$ cat src/rtl/global_types.sv
// Shared types for the packet arbiter slice.
//   avln_st     : one beat of an Avalon-ST-like packet stream
//   arb_state_t : arbiter ownership state
//   sat_add16   : 16-bit saturating add of a small increment
package global_types;

  localparam int DATA_W  = 32;
  localparam int EMPTY_W = 2;

  typedef struct packed {
    logic               valid;
    logic               sop;
    logic               eop;
    logic [EMPTY_W-1:0] empty;
    logic [DATA_W-1:0]  data;
  } avln_st;

  typedef enum logic [2:0] {
    IDLE,
    PKT0,
    PKT1,
    DROP0,
    DROP1
  } arb_state_t;

  function automatic logic [15:0] sat_add16(input logic [15:0] a, input logic [1:0] b);
    logic [16:0] sum;
    sum = {1'b0, a} + {15'd0, b};
    return sum[16] ? 16'hFFFF : sum[15:0];
  endfunction

endpackage

$ cat src/rtl/pkt_arbiter_rr_grant2.sv
// Two-way round-robin grant, purely combinational.
//   req  : per-port request
//   last : port granted most recently
//   gnt  : one-hot grant (zero when nobody requests)
module rr_grant2 (
  input  logic [1:0] req,
  input  logic       last,
  output logic [1:0] gnt
);

  always_comb begin
    gnt = 2'b00;
    case (req)
      2'b01:   gnt = 2'b01;
      2'b10:   gnt = 2'b10;
      // Contention: the port that did not win last time goes first.
      2'b11:   gnt = last ? 2'b01 : 2'b10;
      default: gnt = 2'b00;
    endcase
  end

endmodule

$ cat src/rtl/pkt_arbiter.sv
// Merges two packet streams into one without interleaving packets.
// Whole packets are granted round-robin; packets longer than MAX_PKT_LEN
// are cut with a forced eop and their tail is discarded. A long idle spell
// on the output raises flush_req for the downstream FIFO.
//   sys_clk, reset_n : clock, asynchronous active-low reset
//   in0, in1         : requester streams
//   in_ready         : per-requester accept (combinational)
//   port_en          : per-requester enable for new packet grants
//   flush_inhibit    : masks flush_req
//   out              : registered merged stream (sink never stalls)
//   flush_req        : registered idle-timeout flush request
//   drop_cnt         : saturating count of discarded beats
module pkt_arbiter
  import global_types::*;
#(
  parameter int MAX_PKT_LEN = 2048,
  parameter int IDLE_W      = 24
) (
  input  logic        sys_clk,
  input  logic        reset_n,
  input  avln_st      in0,
  input  avln_st      in1,
  output logic [1:0]  in_ready,
  input  logic [1:0]  port_en,
  input  logic        flush_inhibit,
  output avln_st      out,
  output logic        flush_req,
  output logic [15:0] drop_cnt
);

  localparam int CNT_W = $clog2(MAX_PKT_LEN + 1);

  arb_state_t        state_reg, state_next;
  logic              last_reg, last_next;
  logic [CNT_W-1:0]  beat_cnt_reg, beat_cnt_next;
  logic [IDLE_W-1:0] idle_cnt_reg;
  avln_st            out_reg;
  logic              flush_req_reg;
  logic [15:0]       drop_cnt_reg;

  avln_st            in_arr [2];
  logic [1:0]        elig;
  logic [1:0]        stray;
  logic [1:0]        gnt;

  // Per-cycle decisions
  logic              take;       // forward the selected beat this cycle
  logic              sel;        // port whose beat is considered
  logic              force_eop;  // truncation beat
  logic [CNT_W-1:0]  cnt_cand;   // packet beat count including this beat
  logic [1:0]        drop_inc;
  avln_st            beat;

  assign in_arr[0] = in0;
  assign in_arr[1] = in1;

  generate
    for (genvar gi = 0; gi < 2; gi++) begin : g_port
      assign elig[gi]  = in_arr[gi].valid & in_arr[gi].sop & port_en[gi];
      // Mid-packet beats with no owner are soaked up so the port cannot wedge.
      assign stray[gi] = in_arr[gi].valid & ~in_arr[gi].sop;
    end
  endgenerate

  rr_grant2 u_grant (
    .req  (elig),
    .last (last_reg),
    .gnt  (gnt)
  );

  always_comb begin
    state_next    = state_reg;
    last_next     = last_reg;
    beat_cnt_next = beat_cnt_reg;
    in_ready      = 2'b00;
    take          = 1'b0;
    sel           = 1'b0;
    force_eop     = 1'b0;
    cnt_cand      = CNT_W'(1);
    drop_inc      = 2'd0;

    case (state_reg)
      IDLE: begin
        in_ready = gnt | stray;
        drop_inc = {1'b0, stray[0]} + {1'b0, stray[1]};
        sel      = gnt[1];
        take     = |gnt;
        cnt_cand = CNT_W'(1);
      end
      PKT0, PKT1: begin
        sel           = (state_reg == PKT1);
        in_ready[sel] = 1'b1;
        take          = in_arr[sel].valid;
        cnt_cand      = beat_cnt_reg + CNT_W'(1);
      end
      DROP0, DROP1: begin
        sel           = (state_reg == DROP1);
        in_ready[sel] = 1'b1;
        if (in_arr[sel].valid) begin
          drop_inc = 2'd1;
          if (in_arr[sel].eop) begin
            state_next = IDLE;
            last_next  = sel;
          end
        end
      end
      default: state_next = IDLE;
    endcase

    beat = in_arr[sel];

    if (take) begin
      beat_cnt_next = cnt_cand;
      if (beat.eop) begin
        state_next = IDLE;
        last_next  = sel;
      end else if (cnt_cand == CNT_W'(MAX_PKT_LEN)) begin
        force_eop  = 1'b1;
        state_next = sel ? DROP1 : DROP0;
      end else begin
        state_next = sel ? PKT1 : PKT0;
      end
    end
  end

  always_ff @(posedge sys_clk or negedge reset_n) begin
    if (!reset_n) begin
      state_reg     <= IDLE;
      last_reg      <= 1'b1;
      beat_cnt_reg  <= '0;
      idle_cnt_reg  <= '0;
      out_reg       <= '0;
      flush_req_reg <= 1'b0;
      drop_cnt_reg  <= '0;
    end else begin
      state_reg    <= state_next;
      last_reg     <= last_next;
      beat_cnt_reg <= beat_cnt_next;

      out_reg.valid <= take;
      out_reg.sop   <= take & beat.sop;
      out_reg.eop   <= take & (beat.eop | force_eop);
      // data/empty keep their last value between forwarded beats
      if (take) begin
        out_reg.data  <= beat.data;
        out_reg.empty <= force_eop ? '0 : beat.empty;
      end

      if (out_reg.valid)
        idle_cnt_reg <= '0;
      else if (idle_cnt_reg != '1)
        idle_cnt_reg <= idle_cnt_reg + IDLE_W'(1);

      flush_req_reg <= (&idle_cnt_reg) & ~flush_inhibit;
      drop_cnt_reg  <= sat_add16(drop_cnt_reg, drop_inc);
    end
  end

  assign out       = out_reg;
  assign flush_req = flush_req_reg;
  assign drop_cnt  = drop_cnt_reg;

endmodule

$ cat config.mk
export PLATFORM = sky130hd
export DESIGN_NAME = pkt_arbiter
export DESIGN_NICKNAME = d
export VERILOG_FILES = /design/src/rtl/global_types.sv /design/src/rtl/pkt_arbiter_rr_grant2.sv /design/src/rtl/pkt_arbiter.sv
export SDC_FILE = /design/constraint.sdc
export NUM_CORES = 1
export LEC_CHECK = 0
export ABC_AREA = 1
export CAP_MARGIN = 20
export CORE_ASPECT_RATIO = 2
export CORE_UTILIZATION = 45
export CTS_BUF_LIST = sky130_fd_sc_hd__clkbuf_16
export DETAILED_ROUTE_END_ITERATION = 7
export PLACE_DENSITY = 0.83
export SYNTH_ARGS = -nofsm -noshare
export SYNTH_HDL_FRONTEND = slang
export SYNTH_SLANG_ARGS = --single-unit
export TNS_END_PERCENT = 5
$ cat constraint.sdc
create_clock -name sys_clk -period 3 [get_ports sys_clk]
set_input_delay 0.6 -clock sys_clk [delete_from_list [all_inputs] [get_ports sys_clk]]
set_output_delay 0.6 -clock sys_clk [all_outputs]
set_load 0.01 [all_outputs]
# Word level (Yosys, flattened, before mapping)
# Cells that the tools add are included.
dict set report totals {
  regBits 94
  out_inout_bits 56
}
dict set report op_classes {
  add_sub_neg 4
  order_cmp 7
  n_eq_ne 12
  muxes 41
  bitwise_logic 17
  n_reduce_logical 10
}
# operator n
set ops {}
lappend ops {{37-bit two-way mux} 6}
lappend ops {{36-bit two-way mux} 3}
lappend ops {{24-bit two-way mux} 2}
lappend ops {{24-bit by 1-bit adder with 24-bit output (second input constant)} 1}
lappend ops {{24-bit != test (second input constant)} 1}
lappend ops {{24-bit AND reduction} 1}
lappend ops {{3-bit two-way mux} 6}
lappend ops {{16-bit by 2-bit adder with 17-bit output} 1}
lappend ops {{16-bit two-way mux} 1}
lappend ops {{12-bit by 1-bit adder with 12-bit output (second input constant)} 1}
lappend ops {{12-bit == test (second input constant)} 1}
lappend ops {{12-bit two-way mux} 1}
lappend ops {{2-bit case mux with 3 select lines} 2}
lappend ops {{1-bit two-way mux} 11}
lappend ops {{1-bit bitwise AND} 9}
lappend ops {{3-bit by 2-bit == test with 1-bit output (second input constant)} 2}
lappend ops {{2-bit >= comparator (second input constant)} 3}
lappend ops {{2-bit two-way mux} 3}
lappend ops {{3-bit != test (second input constant)} 2}
lappend ops {{1-bit inverter with 2-bit output} 3}
lappend ops {{3-bit case mux with 2 select lines} 1}
lappend ops {{2-bit OR reduction} 3}
lappend ops {{2-bit == test (second input constant)} 2}
lappend ops {{1-bit by 2-bit < comparator with 1-bit output (second input constant)} 2}
lappend ops {{18 further kinds} 23}

# Logic depth before layout (Yosys ltp)
# Gate-level depths: netlist (run 1).
dict set report depth {
  ltp_word 13
  depth_mapped 18
  depth_no_buf 18
}

# Cells and area by module
# Synthesis (run 1) repeated with hierarchy kept, for this count alone.
dict set report hier_totals {
  cells_unflattened 681
  area_unflattened_um2 5157.4
}
# module n_inst cells_per_inst area_per_inst_um2 seq_area_each_um2
set modules_own_cells {}
lappend modules_own_cells {pkt_arbiter 1 676 5136.2 2353.5}
lappend modules_own_cells {rr_grant2 1 5 21.3 0.0}

# Worst setup path before layout (run 1)
# Ideal clock, no wire load.
dict set report synth_path {
  path_type {input-to-reg}
  start {input port in1[36] (netlist name)}
  end {register drop_cnt_reg[10] (netlist: drop_cnt[10])}
  setup_ns 0.070
  arrival_ns 2.540
  t_required_ns 2.930
  slack_ns 0.390
  path_stages 16
  n_path_buf 1
  path_cell_list {inv_1 > nor2_1 > ha_1 > nand2_1 > nand2_1 > ha_1 > inv_1 > fa_1 > inv_1 > nand2_1 > nor2_1 > nand3_1 > inv_1 > nand3_1 > clkbuf_1 > nand3_1}
}
dict set report synth_via {
  elab_chain_cells 7
}
# item line_no
set synth_rtl {}
lappend synth_rtl {{start, declared} pkt_arbiter.sv:22} ;# input avln_st in1,
lappend synth_rtl {{37-bit two-way mux (3 in a row)} -}
lappend synth_rtl {{1-bit two-way mux} pkt_arbiter.sv:99} ;# if (in_arr[sel].valid) begin
lappend synth_rtl {{2-bit case mux with 2 select lines (*)} pkt_arbiter.sv:82} ;# case (state_reg)
lappend synth_rtl {{16-bit by 2-bit adder with 17-bit output (*)} global_types.sv:28} ;# sum = {1'b0, a} + {15'd0, b};
lappend synth_rtl {{16-bit two-way mux (*)} global_types.sv:29} ;# return sum[16] ? 16'hFFFF : sum[15:0];
lappend synth_rtl {{end signal, assigned} pkt_arbiter.sv:155} ;# drop_cnt_reg <= sat_add16(drop_cnt_reg, drop_inc);
lappend synth_rtl {{end, declared} pkt_arbiter.sv:39} ;# logic [15:0] drop_cnt_reg;
# Every way passes the cells marked *; elsewhere a longest branch is shown, timed or not. The select of a mux whose other input is x is not followed.
# A chain may end at the register's enable or synchronous reset.

# Worst setup path after layout (run 1)
dict set report layout_path {
  start {input port in1[36] (netlist name)}
  end {output port in_ready[0]}
}
dict set report layout_via {
  elab_chain_cells 6
}
# item line_no
set layout_rtl {}
lappend layout_rtl {{1-bit bitwise AND (*) (2 in a row)} pkt_arbiter.sv:59} ;# assign elig[gi] = in_arr[gi].valid & in_arr[gi].sop & port_en[gi];
lappend layout_rtl {{2-bit == test or 2-bit by 1-bit == test with 1-bit output (tied branches)} pkt_arbiter_rr_grant2.sv:13} ;# case (req)
lappend layout_rtl {{2-bit case mux with 3 select lines (*)} pkt_arbiter_rr_grant2.sv:13}
lappend layout_rtl {{2-bit OR (*)} pkt_arbiter.sv:84} ;# in_ready = gnt | stray;
lappend layout_rtl {{2-bit case mux with 3 select lines (*)} pkt_arbiter.sv:82}
lappend layout_rtl {{end, declared} pkt_arbiter.sv:23} ;# output logic [1:0] in_ready,
# Every way passes the cells marked *; elsewhere a longest branch is shown, timed or not.

==> flow_summary.json, run 1 <==
{
  "status": "finished, final reports clean",
  "p_sw_frac": 0.3667,
  "synth_seq_cells": 94,
  "grt_max_degree": 75,
  "start_util": 0.4616,
  "synthToLayoutAreaGrowth_pct": 34.09,
  "syn_avg_cell_area_um2": 7.574,
  "cts_tree": "built",
  "mostFrequentLayoutCells": "206 x nand2_1, 133 x clkdlybuf4s50_1, 93 x dfrtp_1",
  "grt_pass1_vias": 5019,
  "power.leakage_nw": 3.207,
  "antenna_left": 0,
  "ys_warn_count": 0,
  "vias": 5205,
  "drtPass1Iterations": 8,
  "netlist_top_cells_area": "dfrtp_1 44%, nand2_1 15%, nor2_1 5.4%",
  "layout-drive-gt1-share": 0.08124,
  "seq_area_frac_synth": 0.4490,
  "hold_class": "in2async",
  "p_clk_frac": 0.211,
  "yosys.area.top_type": "dfrtp_1",
  "slew_violations": 0,
  "clock_skew_ns": 0.005162,
  "wirelength_um": 14090,
  "wl_per_cell_um": 14.38,
  "drc": 0,
  "pre_cts_slack_ns": -0.1906,
  "syn_inst": 692,
  "cp-end-kind": "primary output",
  "async_flop_share": 1.000,
  "worstPathRequired_ns": 2.40,
  "hold_viol": 0,
  "first_iter_violations": 393,
  "rows": 55,
  "ff2ff_path_depth": 16,
  "synth_edf_count": 0,
  "path_max_fanout": 3,
  "switchingPower_mw": 1.829,
  "largest_reg_flops": 37,
  "die_area_mm2": 0.01211,
  "portBuffers": 134,
  "drv_cap": 0,
  "arrival_ns": 2.27,
  "ir_drop_v": 0.0004912,
  "nets": 920,
  "antenna_found_initial": 1,
  "finalCriticalPeriod_ns": 2.871,
  "gp_congestion": 0.9498,
  "final_common_cell": "nand2_1",
  "core_mm2": 0.01135,
  "critPathKind": "in2out",
  "clock_sinks": 94,
  "p_seq_frac": 0.384,
  "num_io_pins": 135,
  "fmax_mhz": 348.4,
  "die_height_um": 154.6,
  "setup_slack_ns": 0.1294,
  "rsz0062_at_grt": "no",
  "htree_levels": 3,
  "p_per_area_mw_per_mm2": 709.5,
  "combPwrFrac": 0.405,
  "cts_root_buf": "clkbuf_16",
  "track_usage": 0.2433,
  "syn_area_mm2": 0.005241,
  "tightest_slew_ns": 0.5338,
  "die_w_um": 78.31,
  "synth.top_cell.area_share": 0.4440,
  "power_mw": 4.987,
  "vias_per_cell": 5.311,
  "slew_headroom": 0.6433,
  "grt_pass1_wl_um": 22970,
  "period_share": 0.9569,
  "cts.path.max_buffers": 2,
  "dpl.hpwl_um": 10620,
  "numCtsBuffers": 9,
  "cp-start-kind": "input pin",
  "fin_hold_ws_ns": 0.2132,
  "clkTransAtPathRegs_ns": 0.07,
  "setup_viol": 0,
  "syn_nets": 779,
  "synth.distinct_cells": 37,
  "p_int_mw": 3.158,
  "synth_flop_cell": "dfrtp_1",
  "insertion_delay_ns": 0.34,
  "grt_overflow": 0
}
==> logic make-up after synthesis <==
| family | count (synthesis) | share of synthesized area |
|---|---|---|
| buffers and inverters | 92 | 0.07902 |
| and+or+nand+nor | 399 | 0.3409 |
| xor gates and xnor gates | 6 | 0.01003 |
| adders and majority gates | 8 | 0.02053 |
| DFF | 94 | 0.4490 |
| AOI/OAI and AO/OA | 93 | 0.1005 |
==> per-layer routing <==
| metal | vias up | global-route usage | wire length [um] | share of wire |
|---|---|---|---|---|
| li1 | 2551 | - | - | - |
| met1 | 2415 | 0.2559 | 5016 | 0.36 |
| met2 | 190 | 0.4541 | 7820 | 0.56 |
| met3 | 49 | 0.03835 | 653 | 0.046 |
| met4 | 0 | 0.1252 | 597 | 0.042 |
| met5 | - | 0 | 0 | 0 |
==> worst paths after layout <==
path | from | end | slack [ns]
setup / recovery | in1[36] | in_ready[0] | 0.13
max in group asynchronous | reset_n | drop_cnt[1] | 2.06
min in group sys_clk | idle_cnt_reg[12] | idle_cnt_reg[12] | 0.47
hold / removal | reset_n | out[17] | 0.21
setup reg to reg | state_reg[2] | drop_cnt[10] | 0.31
hold reg to reg | idle_cnt_reg[12] | idle_cnt_reg[12] | 0.47
==> power groups by stage <==
stage | clock network (mW) | registers [mW] | logic, mW
floorplan | 0 | 2.01 | 0.952
global placement | 0 | 1.93 | 1.99
detailed placement | 0 | 1.93 | 2.03
CTS | 1.06 | 1.91 | 2.04
global route | 1.12 | 1.97 | 2.23
finish | 1.05 | 1.91 | 2.02
==> worst max-delay path: stages <==
cell,delay (ns)
clkdlybuf4s50_1,0.51
nand2_1,0.08
nor2_2,0.15
o21ai_1,0.12
a21oi_1,0.15
nand3b_1,0.12
clkdlybuf4s50_1,0.54
==> repair_timing <==
action                                 4_1_cts  5_1_grt
endpoints found under the hold margin        0        0
setup buffers                                0        1
resized for setup                            0        5
hold buffers                                 0        0
setup endpoints to repair                    0       17
==> cells in the mapped netlist, types with 4 or more instances <==
master / number
nor3_1: 13
nand2_1: 206
inv_2: 4
buf_4: 5
o21ai_0: 30
nand4_1: 15
nor2_1: 76
ha_1: 7
nor3_4: 4
dfrtp_1: 93
buf_2: 10
a31oi_1: 34
xor2_1: 5
buf_6: 5
nor3_2: 5
nand3_1: 55
a21oi_1: 11
or2_2: 8
nor4_1: 4
inv_1: 66
o21ai_1: 11
==> area by class of cell <==
type	instances	area, um2
Inverter	70	262.8
Clock inverter	6	38.79
Fill cell	970	4327
Clock buffer	9	225.2
Sequential cell	94	2354
Tap cell	142	177.7
Antenna cell	1	2.502
Timing Repair Buffer	152	1486
Multi-Input combinational cell	506	2481
==> per-stage QoR <==
step	utilization	instance area, um2	instances	TNS (ns)
6_report	0.6190	7028	980	0
3_3_place_gp	0.5942	6746	963	-1.263
2_1_floorplan	-	5241	692	0
4_1_cts	0.6174	7010	978	0
3_5_place_dp	0.5942	6746	963	-1.968
5_1_grt	0.6190	7028	980	0
Note: power is estimated with default switching activity, not from simulation.
==> inputs of run 2 (changes only) <==
- CAP_MARGIN: 20 -> 15
- CTS_CLUSTER_SIZE: not set -> 25
- clock period: 3 -> 3.1 ns (I/O delays scaled with it)
==> run 2 against run 1 <==
  * Via count is 1.6% lower
  * Design area is 0.37% lower
  * Largest power group unchanged
  * Register-to-register slack better by 0.06 ns
  * Critical path type unchanged
==> flow_summary.json, run 2 (same netlist as run 1, synthesis figures left out) <==
{
  "status": "finished, final reports clean",
  "clock_sinks": 94,
  "clock_skew_ns": 0.007777,
  "final.setup.tns_ns": 0,
  "multi_input_comb_area_mm2": 0.002479,
  "regArea_mm2": 0.002354,
  "diodes": 0,
  "grt_overflow": 0,
  "synthToLayoutAreaGrowth_pct": 33.59,
  "nets": 917,
  "cts.path.max_buffers": 2,
  "htree_levels": 3,
  "layout-drive-gt1-share": 0.07425,
  "place_area_mm2": 0.006731,
  "slew_violations": 0,
  "cp-end-kind": "primary output",
  "slew_headroom": 0.6177,
  "pre_cts_slack_ns": -0.1229,
  "fin_area_mm2": 0.007002,
  "hold_class": "in2async",
  "antenna_left": 0,
  "fin_hold_ws_ns": 0.2736,
  "dpl.hpwl_um": 10450,
  "drtPass1Iterations": 5,
  "num_io_pins": 135,
  "tightest_slew_ns": 0.5735,
  "clkTransAtPathRegs_ns": 0.07,
  "vias": 5123,
  "largest_reg_flops": 37,
  "crit_start": "in1[35]",
  "p_per_area_mw_per_mm2": 687.5,
  "final_common_cell": "nand2_1",
  "slowest_stage": "clkdlybuf4s50_1",
  "die_w_um": 78.31,
  "drv_cap": 0,
  "setup_viol": 0,
  "power_mw": 4.814,
  "finalCriticalPeriod_ns": 2.894,
  "track_usage": 0.2428,
  "core_mm2": 0.01135,
  "die_area_mm2": 0.01211,
  "hold_buffers": 0,
  "ir_drop_v": 0.0003797,
  "crit_buf_inv": 3,
  "portBuffers": 134,
  "reg2reg_from": "state_reg[0]",
  "power.leakage_nw": 3.189,
  "cts_tree": "built",
  "grt_max_degree": 78,
  "rows": 55,
  "setup_slack_ns": 0.2061,
  "first_iter_violations": 379,
  "wl_per_cell_um": 14.33,
  "hold_viol": 0,
  "grt_pass1_wl_um": 22770,
  "cp_common_cell": "clkdlybuf4s50_1",
  "numCtsBuffers": 9,
  "drc": 0,
  "gp_congestion": 0.9514,
  "grt_pass1_vias": 4908,
  "cts_root_buf": "clkbuf_16",
  "start_util": 0.4616,
  "die_height_um": 154.6,
  "critPathKind": "in2out",
  "cts_setup_buffers": 0,
  "arrival_ns": 2.27,
  "period_share": 0.9335,
  "worstPathRequired_ns": 2.48,
  "ctsResizeCount": 0,
  "cpPeakStageDelay_ns": 0.54,
  "antenna_found_initial": 0,
  "critical-path-top-delay-family": "buffers and inverters",
  "vias_per_cell": 5.244,
  "rsz0062_at_grt": "no",
  "path_cells": "clkdlybuf4s50_1 > inv_1 > nor2_1 > o21ai_1 > a21oi_1 > nand3b_1 > clkdlybuf4s50_1",
  "mostFrequentLayoutCells": "206 x nand2_1, 133 x clkdlybuf4s50_1, 93 x dfrtp_1",
  "insertion_delay_ns": 0.34,
  "fillers": 996,
  "fmax_mhz": 345.6,
  "path_max_fanout": 3,
  "wirelength_um": 14000,
  "cp-start-kind": "input pin"
}
-- run 2: per-stage QoR --
stage                     cells    util
final                       977  0.6166
after floorplan             692       -
after detailed placement    961  0.5928
after global placement      961  0.5928
after global routing        977  0.6166
after CTS                   977  0.6162
-- run 2: worst register-to-register path, cell delays in order, from the launching register on --
cell     delay [ns]
dfrtp_1        0.43
inv_1          0.14
nand3_1        0.17
o21ai_0        0.24
nand2_1        0.10
nand2_1        0.07
ha_1           0.16
inv_1          0.05
fa_1           0.38
inv_1          0.08
nand2_1        0.06
nor2_2         0.14
nand3_1        0.10
nor2_1         0.14
nand2_1        0.08
or2_2          0.27
nand3_1        0.06
-- run 2: where the power goes --
part | leakage, nW | internal, mW | switching [mW] | total, mW
Clock | 0.124 | 0.537 | 0.475 | 1.01
Sequential | 1.18 | 1.57 | 0.296 | 1.87
Combinational | 1.89 | 0.940 | 0.995 | 1.94
-- run 2: layout make-up --
cell class	instances	share of cell area
clock inverter	7	0.005718
clock buffer	9	0.03217
multi-input combinational	506	0.3540
sequential	94	0.3361
tap	142	0.02538
inverter	70	0.03753
timing repair buffer	149	0.2091
-- run 2: final timing paths --
path / slack (ns) / to / depth (start not counted)
hold reg to reg: 0.47 / idle_cnt_reg[12] / 1
max in group asynchronous: 2.11 / last_reg / 2
setup / recovery: 0.21 / in_ready[0] / 7
hold / removal: 0.27 / out[18] / 1
min in group sys_clk: 0.47 / idle_cnt_reg[12] / 1
setup reg to reg: 0.37 / drop_cnt[10] / 16
-- run 2: metal layers --
| layer | vias to the layer above | share of wire | global-route usage |
|---|---|---|---|
| met2 | 152 | 0.56 | 0.4474 |
| met1 | 2378 | 0.36 | 0.2625 |
| met3 | 44 | 0.039 | 0.03599 |
| met4 | 0 | 0.038 | 0.1243 |
| met5 | - | 0 | 0 |
| li1 | 2549 | - | - |
